<file path="config.mk">
export PLATFORM = sky130hd
export DESIGN_NAME = sram_port_arbiter
export DESIGN_NICKNAME = d
export VERILOG_FILES = /design/src/rtl/sram_port_arbiter_pkg.sv /design/src/rtl/sram_port_arbiter_tag_fifo.sv /design/src/rtl/sram_port_arbiter.sv
export SDC_FILE = /design/constraint.sdc
export NUM_CORES = 1
export LEC_CHECK = 0
export ABC_AREA = 1
export CAP_MARGIN = 15
export CORE_AREA = 4 4 123 125
export DETAILED_ROUTE_END_ITERATION = 6
export DIE_AREA = 0 0 127 129
export GPL_TIMING_DRIVEN = 0
export PLACE_DENSITY = 0.72
export SLEW_MARGIN = 20
export SYNTH_ARGS = -nofsm -noshare
export SYNTH_HDL_FRONTEND = slang
export SYNTH_SLANG_ARGS = --single-unit
</file>
<file path="constraint.sdc">
create_clock -name clk -period 1.9 [get_ports clk]
set_input_delay 0.285 -clock clk [delete_from_list [all_inputs] [get_ports clk]]
set_output_delay 0.285 -clock clk [all_outputs]
set_load 0.1 [all_outputs]
</file>
<file path="src/rtl/sram_port_arbiter_pkg.sv">
// Shared definitions for the SRAM-like data-port arbiter: size encodings
// and the owner id recorded for every accepted request.
package sram_port_arbiter_pkg;

  localparam logic [1:0] SZ_BYTE = 2'd0;
  localparam logic [1:0] SZ_HALF = 2'd1;
  localparam logic [1:0] SZ_WORD = 2'd2;

  localparam int OWNER_W = 1;
  typedef logic [OWNER_W-1:0] owner_t;

  localparam owner_t OWNER_M0 = 1'b0;
  localparam owner_t OWNER_M1 = 1'b1;

endpackage

</file>
<file path="src/rtl/sram_port_arbiter_tag_fifo.sv">
// In-order FIFO of owner ids for accepted-but-unanswered requests.
// Head is read combinationally so responses route in the same cycle.
module ot_tag_fifo
  import sram_port_arbiter_pkg::*;
#(
  parameter int  DEPTH = 4,
  localparam int PW    = $clog2(DEPTH),
  localparam int CW    = PW + 1
) (
  input  logic          clk,
  input  logic          reset,
  input  logic          i_push,
  input  owner_t        i_push_id,
  input  logic          i_pop,
  output owner_t        o_head,
  output logic          o_full,
  output logic          o_empty,
  output logic [CW-1:0] o_count
);

  localparam logic [CW-1:0] FULL_CNT = CW'(DEPTH);

  owner_t          r_mem [DEPTH];
  logic [PW-1:0]   r_wr_ptr;
  logic [PW-1:0]   r_rd_ptr;
  logic [CW-1:0]   r_count;
  logic            w_push_en;
  logic            w_pop_en;

  assign o_full    = (r_count == FULL_CNT);
  assign o_empty   = (r_count == '0);
  assign o_count   = r_count;
  assign o_head    = r_mem[r_rd_ptr];

  // A pop never frees room for a push in the same cycle.
  assign w_push_en = i_push & ~o_full;
  assign w_pop_en  = i_pop & ~o_empty;

  always_ff @(posedge clk) begin
    if (w_push_en) begin
      r_mem[r_wr_ptr] <= i_push_id;
    end
  end

  always_ff @(posedge clk) begin
    if (reset) begin
      r_wr_ptr <= '0;
      r_rd_ptr <= '0;
      r_count  <= '0;
    end else begin
      if (w_push_en) begin
        r_wr_ptr <= r_wr_ptr + PW'(1);
      end
      if (w_pop_en) begin
        r_rd_ptr <= r_rd_ptr + PW'(1);
      end
      case ({w_push_en, w_pop_en})
        2'b10:   r_count <= r_count + CW'(1);
        2'b01:   r_count <= r_count - CW'(1);
        default: r_count <= r_count;
      endcase
    end
  end

endmodule

</file>
<file path="src/rtl/sram_port_arbiter.sv">
// Round-robin 2:1 arbiter onto the bridge's SRAM-like data port; grants are
// held until accepted and responses are routed back via the in-order tag FIFO.
module sram_port_arbiter
  import sram_port_arbiter_pkg::*;
#(
  parameter int OT_DEPTH = 4
) (
  input  logic        clk,
  input  logic        reset,
  input  logic        m0_req,
  input  logic        m0_wr,
  input  logic [1:0]  m0_size,
  input  logic [3:0]  m0_wstrb,
  input  logic [31:0] m0_addr,
  input  logic [31:0] m0_wdata,
  output logic        m0_addr_ok,
  output logic        m0_data_ok,
  output logic [31:0] m0_rdata,
  input  logic        m1_req,
  input  logic        m1_wr,
  input  logic [1:0]  m1_size,
  input  logic [3:0]  m1_wstrb,
  input  logic [31:0] m1_addr,
  input  logic [31:0] m1_wdata,
  output logic        m1_addr_ok,
  output logic        m1_data_ok,
  output logic [31:0] m1_rdata,
  output logic        s_req,
  output logic        s_wr,
  output logic [1:0]  s_size,
  output logic [3:0]  s_wstrb,
  output logic [31:0] s_addr,
  output logic [31:0] s_wdata,
  input  logic        s_addr_ok,
  input  logic        s_data_ok,
  input  logic [31:0] s_rdata,
  output logic        err
);

  localparam int CW = $clog2(OT_DEPTH) + 1;

  logic          r_lock;
  owner_t        r_lock_id;
  owner_t        r_rr_ptr;
  logic          r_err;

  owner_t        w_grant;
  logic          w_sel_m1;
  logic          w_grant_req;
  logic          w_full;
  logic          w_empty;
  logic          w_accept;
  logic          w_stall;
  owner_t        w_head;
  logic [CW-1:0] w_count_unused;

  always_comb begin
    if (r_lock) begin
      w_grant = r_lock_id;
    end else if (m0_req && m1_req) begin
      w_grant = r_rr_ptr;
    end else if (m1_req) begin
      w_grant = OWNER_M1;
    end else begin
      w_grant = OWNER_M0;
    end
  end

  assign w_sel_m1    = (w_grant == OWNER_M1);
  assign w_grant_req = w_sel_m1 ? m1_req : m0_req;

  assign s_req    = w_grant_req & ~w_full;
  assign s_wr     = w_sel_m1 ? m1_wr    : m0_wr;
  assign s_size   = w_sel_m1 ? m1_size  : m0_size;
  assign s_wstrb  = w_sel_m1 ? m1_wstrb : m0_wstrb;
  assign s_addr   = w_sel_m1 ? m1_addr  : m0_addr;
  assign s_wdata  = w_sel_m1 ? m1_wdata : m0_wdata;

  assign w_accept = s_req & s_addr_ok;
  assign w_stall  = s_req & ~s_addr_ok;

  assign m0_addr_ok = ~w_sel_m1 & m0_req & s_addr_ok & ~w_full;
  assign m1_addr_ok =  w_sel_m1 & m1_req & s_addr_ok & ~w_full;

  // A response with nothing outstanding is routed nowhere and flagged.
  assign m0_data_ok = s_data_ok & ~w_empty & (w_head == OWNER_M0);
  assign m1_data_ok = s_data_ok & ~w_empty & (w_head == OWNER_M1);
  assign m0_rdata   = s_rdata;
  assign m1_rdata   = s_rdata;
  assign err        = r_err;

  ot_tag_fifo #(
    .DEPTH (OT_DEPTH)
  ) u_tag_fifo (
    .clk       (clk),
    .reset     (reset),
    .i_push    (w_accept),
    .i_push_id (w_grant),
    .i_pop     (s_data_ok),
    .o_head    (w_head),
    .o_full    (w_full),
    .o_empty   (w_empty),
    .o_count   (w_count_unused)
  );

  always_ff @(posedge clk) begin
    if (reset) begin
      r_lock    <= 1'b0;
      r_lock_id <= OWNER_M0;
      r_rr_ptr  <= OWNER_M0;
      r_err     <= 1'b0;
    end else begin
      if (w_accept) begin
        r_lock   <= 1'b0;
        r_rr_ptr <= ~w_grant;
      end else if (w_stall) begin
        r_lock    <= 1'b1;
        r_lock_id <= w_grant;
      end else if (r_lock && !w_grant_req) begin
        r_lock <= 1'b0;
      end
      if (s_data_ok && w_empty) begin
        r_err <= 1'b1;
      end
    end
  end

endmodule

</file>
Yosys cells after proc, flatten, opt, wreduce, memory -nomap -nowiden
Memory sizes are Yosys's and may differ from the RTL's. A register that Yosys moved wholly into a read port is not among the register bits.
Cells that the tools add are included.
- input bits: 180
- register bits: 11
- RAM bits: 4
- logic and storage cells: 59
- memories kept: 1
- output and inout port bits: 141
- mux-type cells: 16
- equality and inequality tests: 3
- bitwise logic cells: 19
- reductions and logical operators: 9
- $add $sub $neg: 4
- memories (memory ; depth ; width ; rd ports ; clocked after memory_dff ; wr ports ; RTL line ; source):
    u_tag_fifo.r_mem ; 4 ; 1 ; 1 ; 1 ; 1 ; sram_port_arbiter_tag_fifo.sv:23 ; owner_t r_mem [DEPTH];
- operator list (cell ; number):
    32-bit two-way mux ; 2
    1-bit AND ; 13
    1-bit two-way mux ; 9
    2-bit two-way mux ; 3
    1-bit inverter ; 6
    3-bit one-hot mux with 2 select lines ; 1
    2-bit by 1-bit adder with 2-bit output, second input constant ; 2
    4-bit two-way mux ; 1
    2-bit nonzero test ; 2
    3-bit by 1-bit adder with 3-bit output, second input constant ; 1
    3-bit equality test, second input constant ; 1
    1-bit logical AND ; 3
    3-bit logical NOT ; 1
    3-bit by 1-bit subtractor with 3-bit output, second input constant ; 1
    2-bit by 1-bit equality test with 1-bit output, second input constant ; 1
    2-bit equality test, second input constant ; 1
    2-bit AND reduction ; 1
    2-bit OR reduction ; 1
    1-bit logical NOT ; 1

Longest topological paths before layout
- depth after elaboration: 9
- gate-level depth with buffers: 13

Modules after synthesis
Synthesis repeated with hierarchy kept, for this count alone.
- cells, all modules: 417
- area total of the unflattened synthesis: 2318.5 um^2
- by module, submodules not included (module ; area an instance (um^2) ; cells each ; instances ; seq. area each (um^2)):
    sram_port_arbiter ; 1659.1 ; 336 ; 1 ; 80.1
    ot_tag_fifo ; 659.4 ; 81 ; 1 ; 300.3

Worst setup path before layout
No wires, ideal clock.
- path kind: flip-flop to output port
- from: reg r_lock
- to: out m1_addr_ok
- data required time: 1.615 ns
- path buffers: 0
- arrival time: 2.662 ns
- slack: -1.047 ns
- stages on the path, launching flop included: 6
- cell sequence: dfxtp_1 nor2_1 nand2_1 nand2_2 nand2_1 nor3_1
- word-level cells in the longest chain between the ends: 4
- ends and longest elaborated chain (what ; RTL line ; source):
    start, declared ; sram_port_arbiter.sv:42 ; logic r_lock;
    start signal, assigned ; sram_port_arbiter.sv:108 ; r_lock <= 1'b0;
    start signal, assigned ; sram_port_arbiter.sv:114 ; r_lock <= 1'b0;
    start signal, assigned ; sram_port_arbiter.sv:117 ; r_lock <= 1'b1;
    1-bit two-way mux ; sram_port_arbiter.sv:58 ; if (r_lock) begin
    1-bit AND (3 in a row) ; sram_port_arbiter.sv:83 ; assign m1_addr_ok = w_sel_m1 & m1_req & s_addr_ok & ~w_full;
    end, declared ; sram_port_arbiter.sv:25 ; output logic m1_addr_ok,
Every way passes these cells.

Worst setup path in the final report
- from: reg r_lock
- to: out s_addr[20]
- word-level cells in the longest chain between the ends: 2
- ends and longest elaborated chain (what ; RTL line ; source):
    1-bit two-way mux ; sram_port_arbiter.sv:58 ;
    32-bit two-way mux ; sram_port_arbiter.sv:76 ; assign s_addr = w_sel_m1 ? m1_addr : m0_addr;
    end, declared ; sram_port_arbiter.sv:32 ; output logic [31:0] s_addr,
Every way passes these cells.

==> reports/qor.txt <==
Distinct cell type count after synthesis: 27
Drt pass-1 iters: 6
Commonest non-fill, non-tap cell in the layout: clkdlybuf4s50_1
Slowest CP cell: dfxtp_4
Synthesis Warnings: 0
Pwr dens: 852 nW/um2
Seq pwr share: 9.1%
Die ar.: 16400 um2
Total GRT Usage: 13.1%
Hold Crit Class: flop to flop
Leading cell types in the layout, fill and taps excluded: 209 x clkdlybuf4s50_1, 159 x nand2_1, 75 x buf_4
Hold path endpoint: err$_SDFFE_PP0P_
Hold Crit Depth: 1
Congestion Overflow GR: 0
Comb pwr share: 83.7%
Seq/Total Area, Yosys: 16.2%
Pwr Total: 5.73 mW
Status: finished, final reports clean
Synth Area per Inst: 5.85 um2
Detail Placement HPWL: 10.3 mm
Crit path largest cell delay: 360 ps
CTS tree: built
# setup viols final: 0
Number of synthesized register bits: 17
DRC violations left: 0
Crit end category: output pin
Routed Antenna Nets: 0
CP Buf/Inv Count: 3
Via/cell ratio: 3.94
Lkg Pwr: 3.11 nW
# nets final: 896
Cell family with most CP delay: buffers and inverters
Top cell type's share of synthesized area: 36.6%
Number of DRC markers in iteration 0: 55
P&R area growth vs syn: 186%
Num Clock Sinks: 17
Hold path start: err$_SDFFE_PP0P_
Largest net degree at the start of global routing: 14
FF/Latch Area: 387 um2
Post-synth design cell area: 2350 um2
Starting density of the core: 16.9%
Clk Latency, worst-skew pair: 240 ps
Routed vias: 3499
FF-to-FF End: u_tag_fifo.o_count[2]$_SDFFE_PP0P_
Yosys top cell by area: nand2_1
Final Cycle Share: 99.4%
Clock transition at path regs: 50 ps
Hold-fix buffers, CTS: 0
Slew HR: 33.6%
Switching share of power: 57.3%
Critical R2R Launch: r_rr_ptr$_SDFFE_PP0P_
Chip width: 127 um
CP Data Required Time: 1620 ps
Clock network power share: 7.2%
Worst slew pin tran: 993 ps
Max clock buf depth: 2
Worst Skew: 2.25 ps
Fill cells: 1292
Crit path launch type: flop
Crit-path cells: nor2_4 -> nand2_2 -> nand2_4 -> buf_12 -> clkbuf_16 -> nand2_1 -> nand2_2 -> buf_12
N_diodes: 0
Top cells by area, synth: nand2_1 37%, buf_4 20%, dfxtp_1 11%
Synth Instances: 402
Number of buffers created by CTS: 3
DRT Wirelength: 13.3 mm
Max frequency: 530 MHz
CP Class: flop to output pin
Syn_nets: 588
Fin. max-slew vios: 0
Layout Utilization: 48.5%
Core area: 13900 um2
Net switching power figure: 3.28 mW
CTS H-Tree Depth: 1
Multi-input logic area: 1470 um2
DR WL/cell: 15.0 um
GP Congestion: 0.755
Post-place instance area: 5490 um2
PortBufs: 288
Reg2Reg Setup Slack: 60 ps
Hold_ws: 463 ps
Reg2Reg Depth: 12
CTS Root Cell: clkbuf_16
Layout cells sized above 1: 38.2%
Die Y: 129 um
IO Pins: 321
Crit Path Max Fanout: 9
Vias in the first global route: 3315
Max capacitance violation total: 0
Initial antenna violation count: 0
CP arrival: 1600 ps
First-pass GRT wire length: 17.3 mm
Int Pwr: 2.45 mW
Peak supply drop: 0.622 mV
Post-route cell area: 6730 um2
# rows: 43
RSZ-0062 raised after global routing: true
Final Hold Violating Endpoints: 0
Min cycle time layout: 1890 ps
synth_stat cells:
master and number:
nand4_1 1, a21oi_1 8, nor3_1 1, dfxtp_1 13, nand2_1 229, nand3_2 1
fa_1 1, nand2_2 3, o21ai_1 1, buf_4 64, buf_6 16, nor2_1 15
a32o_1 1, a21oi_2 2, o21ai_0 4, edfxtp_1 4, nor2_4 1, nor3_4 1
inv_2 3, nor4_1 1, inv_1 20, and2_1 1, xor2_1 1, nand3_1 3
o21a_1 1, ha_1 5, a31oi_4 1
layout make-up:
cell class / count / area share (%)
Multi-Input combinational cell: 282 / 21.8
Sequential cell: 17 / 5.75
Inverter: 23 / 1.47
Timing Repair Buffer: 304 / 56.1
Buffer: 79 / 10.4
Clock buffer: 4 / 1.17
Tap cell: 180 / 3.35
power by group through the flow:
stage | logic, mW | clock network [mW] | registers (mW)
after floorplan | 2.94 | 0 | 0.558
after global placement | 3.99 | 0 | 0.521
after detailed placement | 4.01 | 0 | 0.522
after CTS | 4.25 | 0.420 | 0.519
after global routing | 4.99 | 0.436 | 0.532
final | 4.80 | 0.413 | 0.521
per-stage QoR:
step	cells	worst slack, ps	setup TNS (ps)
after global placement	870	-1260	-88630
after detailed placement	870	-1260	-88640
final	889	11.6	0
after floorplan	402	-189	-189
after CTS	885	8.46	0
after global routing	889	-89.2	-664
routing by layer:
| layer | track usage [%] | part of all wire (%) |
|---|---|---|
| met1 | 15.6 | 35 |
| met3 | 2.41 | 8.7 |
| met4 | 1.26 | 0.81 |
| met2 | 25.3 | 55 |
| met5 | 0 | 0 |
timing repair:
action,in CTS,in global routing
gates resized for setup,557,209
pin swaps,12,31
cloned,2,5
endpoints found under the setup margin,79,74
buffers inserted,9,1
kinds of logic after synthesis:
logic type,count (synthesis),share of synthesized area (%)
compound gates,18,5.16
xor+xnor,1,0.373
fa+ha+maj,6,3.51
buf+inv,103,31.8
flops,17,16.2
simple gates,257,43.0
worst max-delay path by stage:
stage	from	endpoint	slack [ps]	depth (start not counted)
final	r_lock$_SDFFE_PP0P_	s_addr[20]	10	8
after global routing	r_rr_ptr$_SDFFE_PP0P_	u_tag_fifo.o_count[2]$_SDFFE_PP0P_	-90	12
after CTS	r_rr_ptr$_SDFFE_PP0P_	s_req	8	9
after detailed placement	m0_req	s_size[1]	-1260	9
after global placement	m0_req	s_size[1]	-1260	9
after floorplan	r_lock$_SDFFE_PP0P_	m1_addr_ok	-190	5
Note: power is estimated with default switching activity, not from simulation.
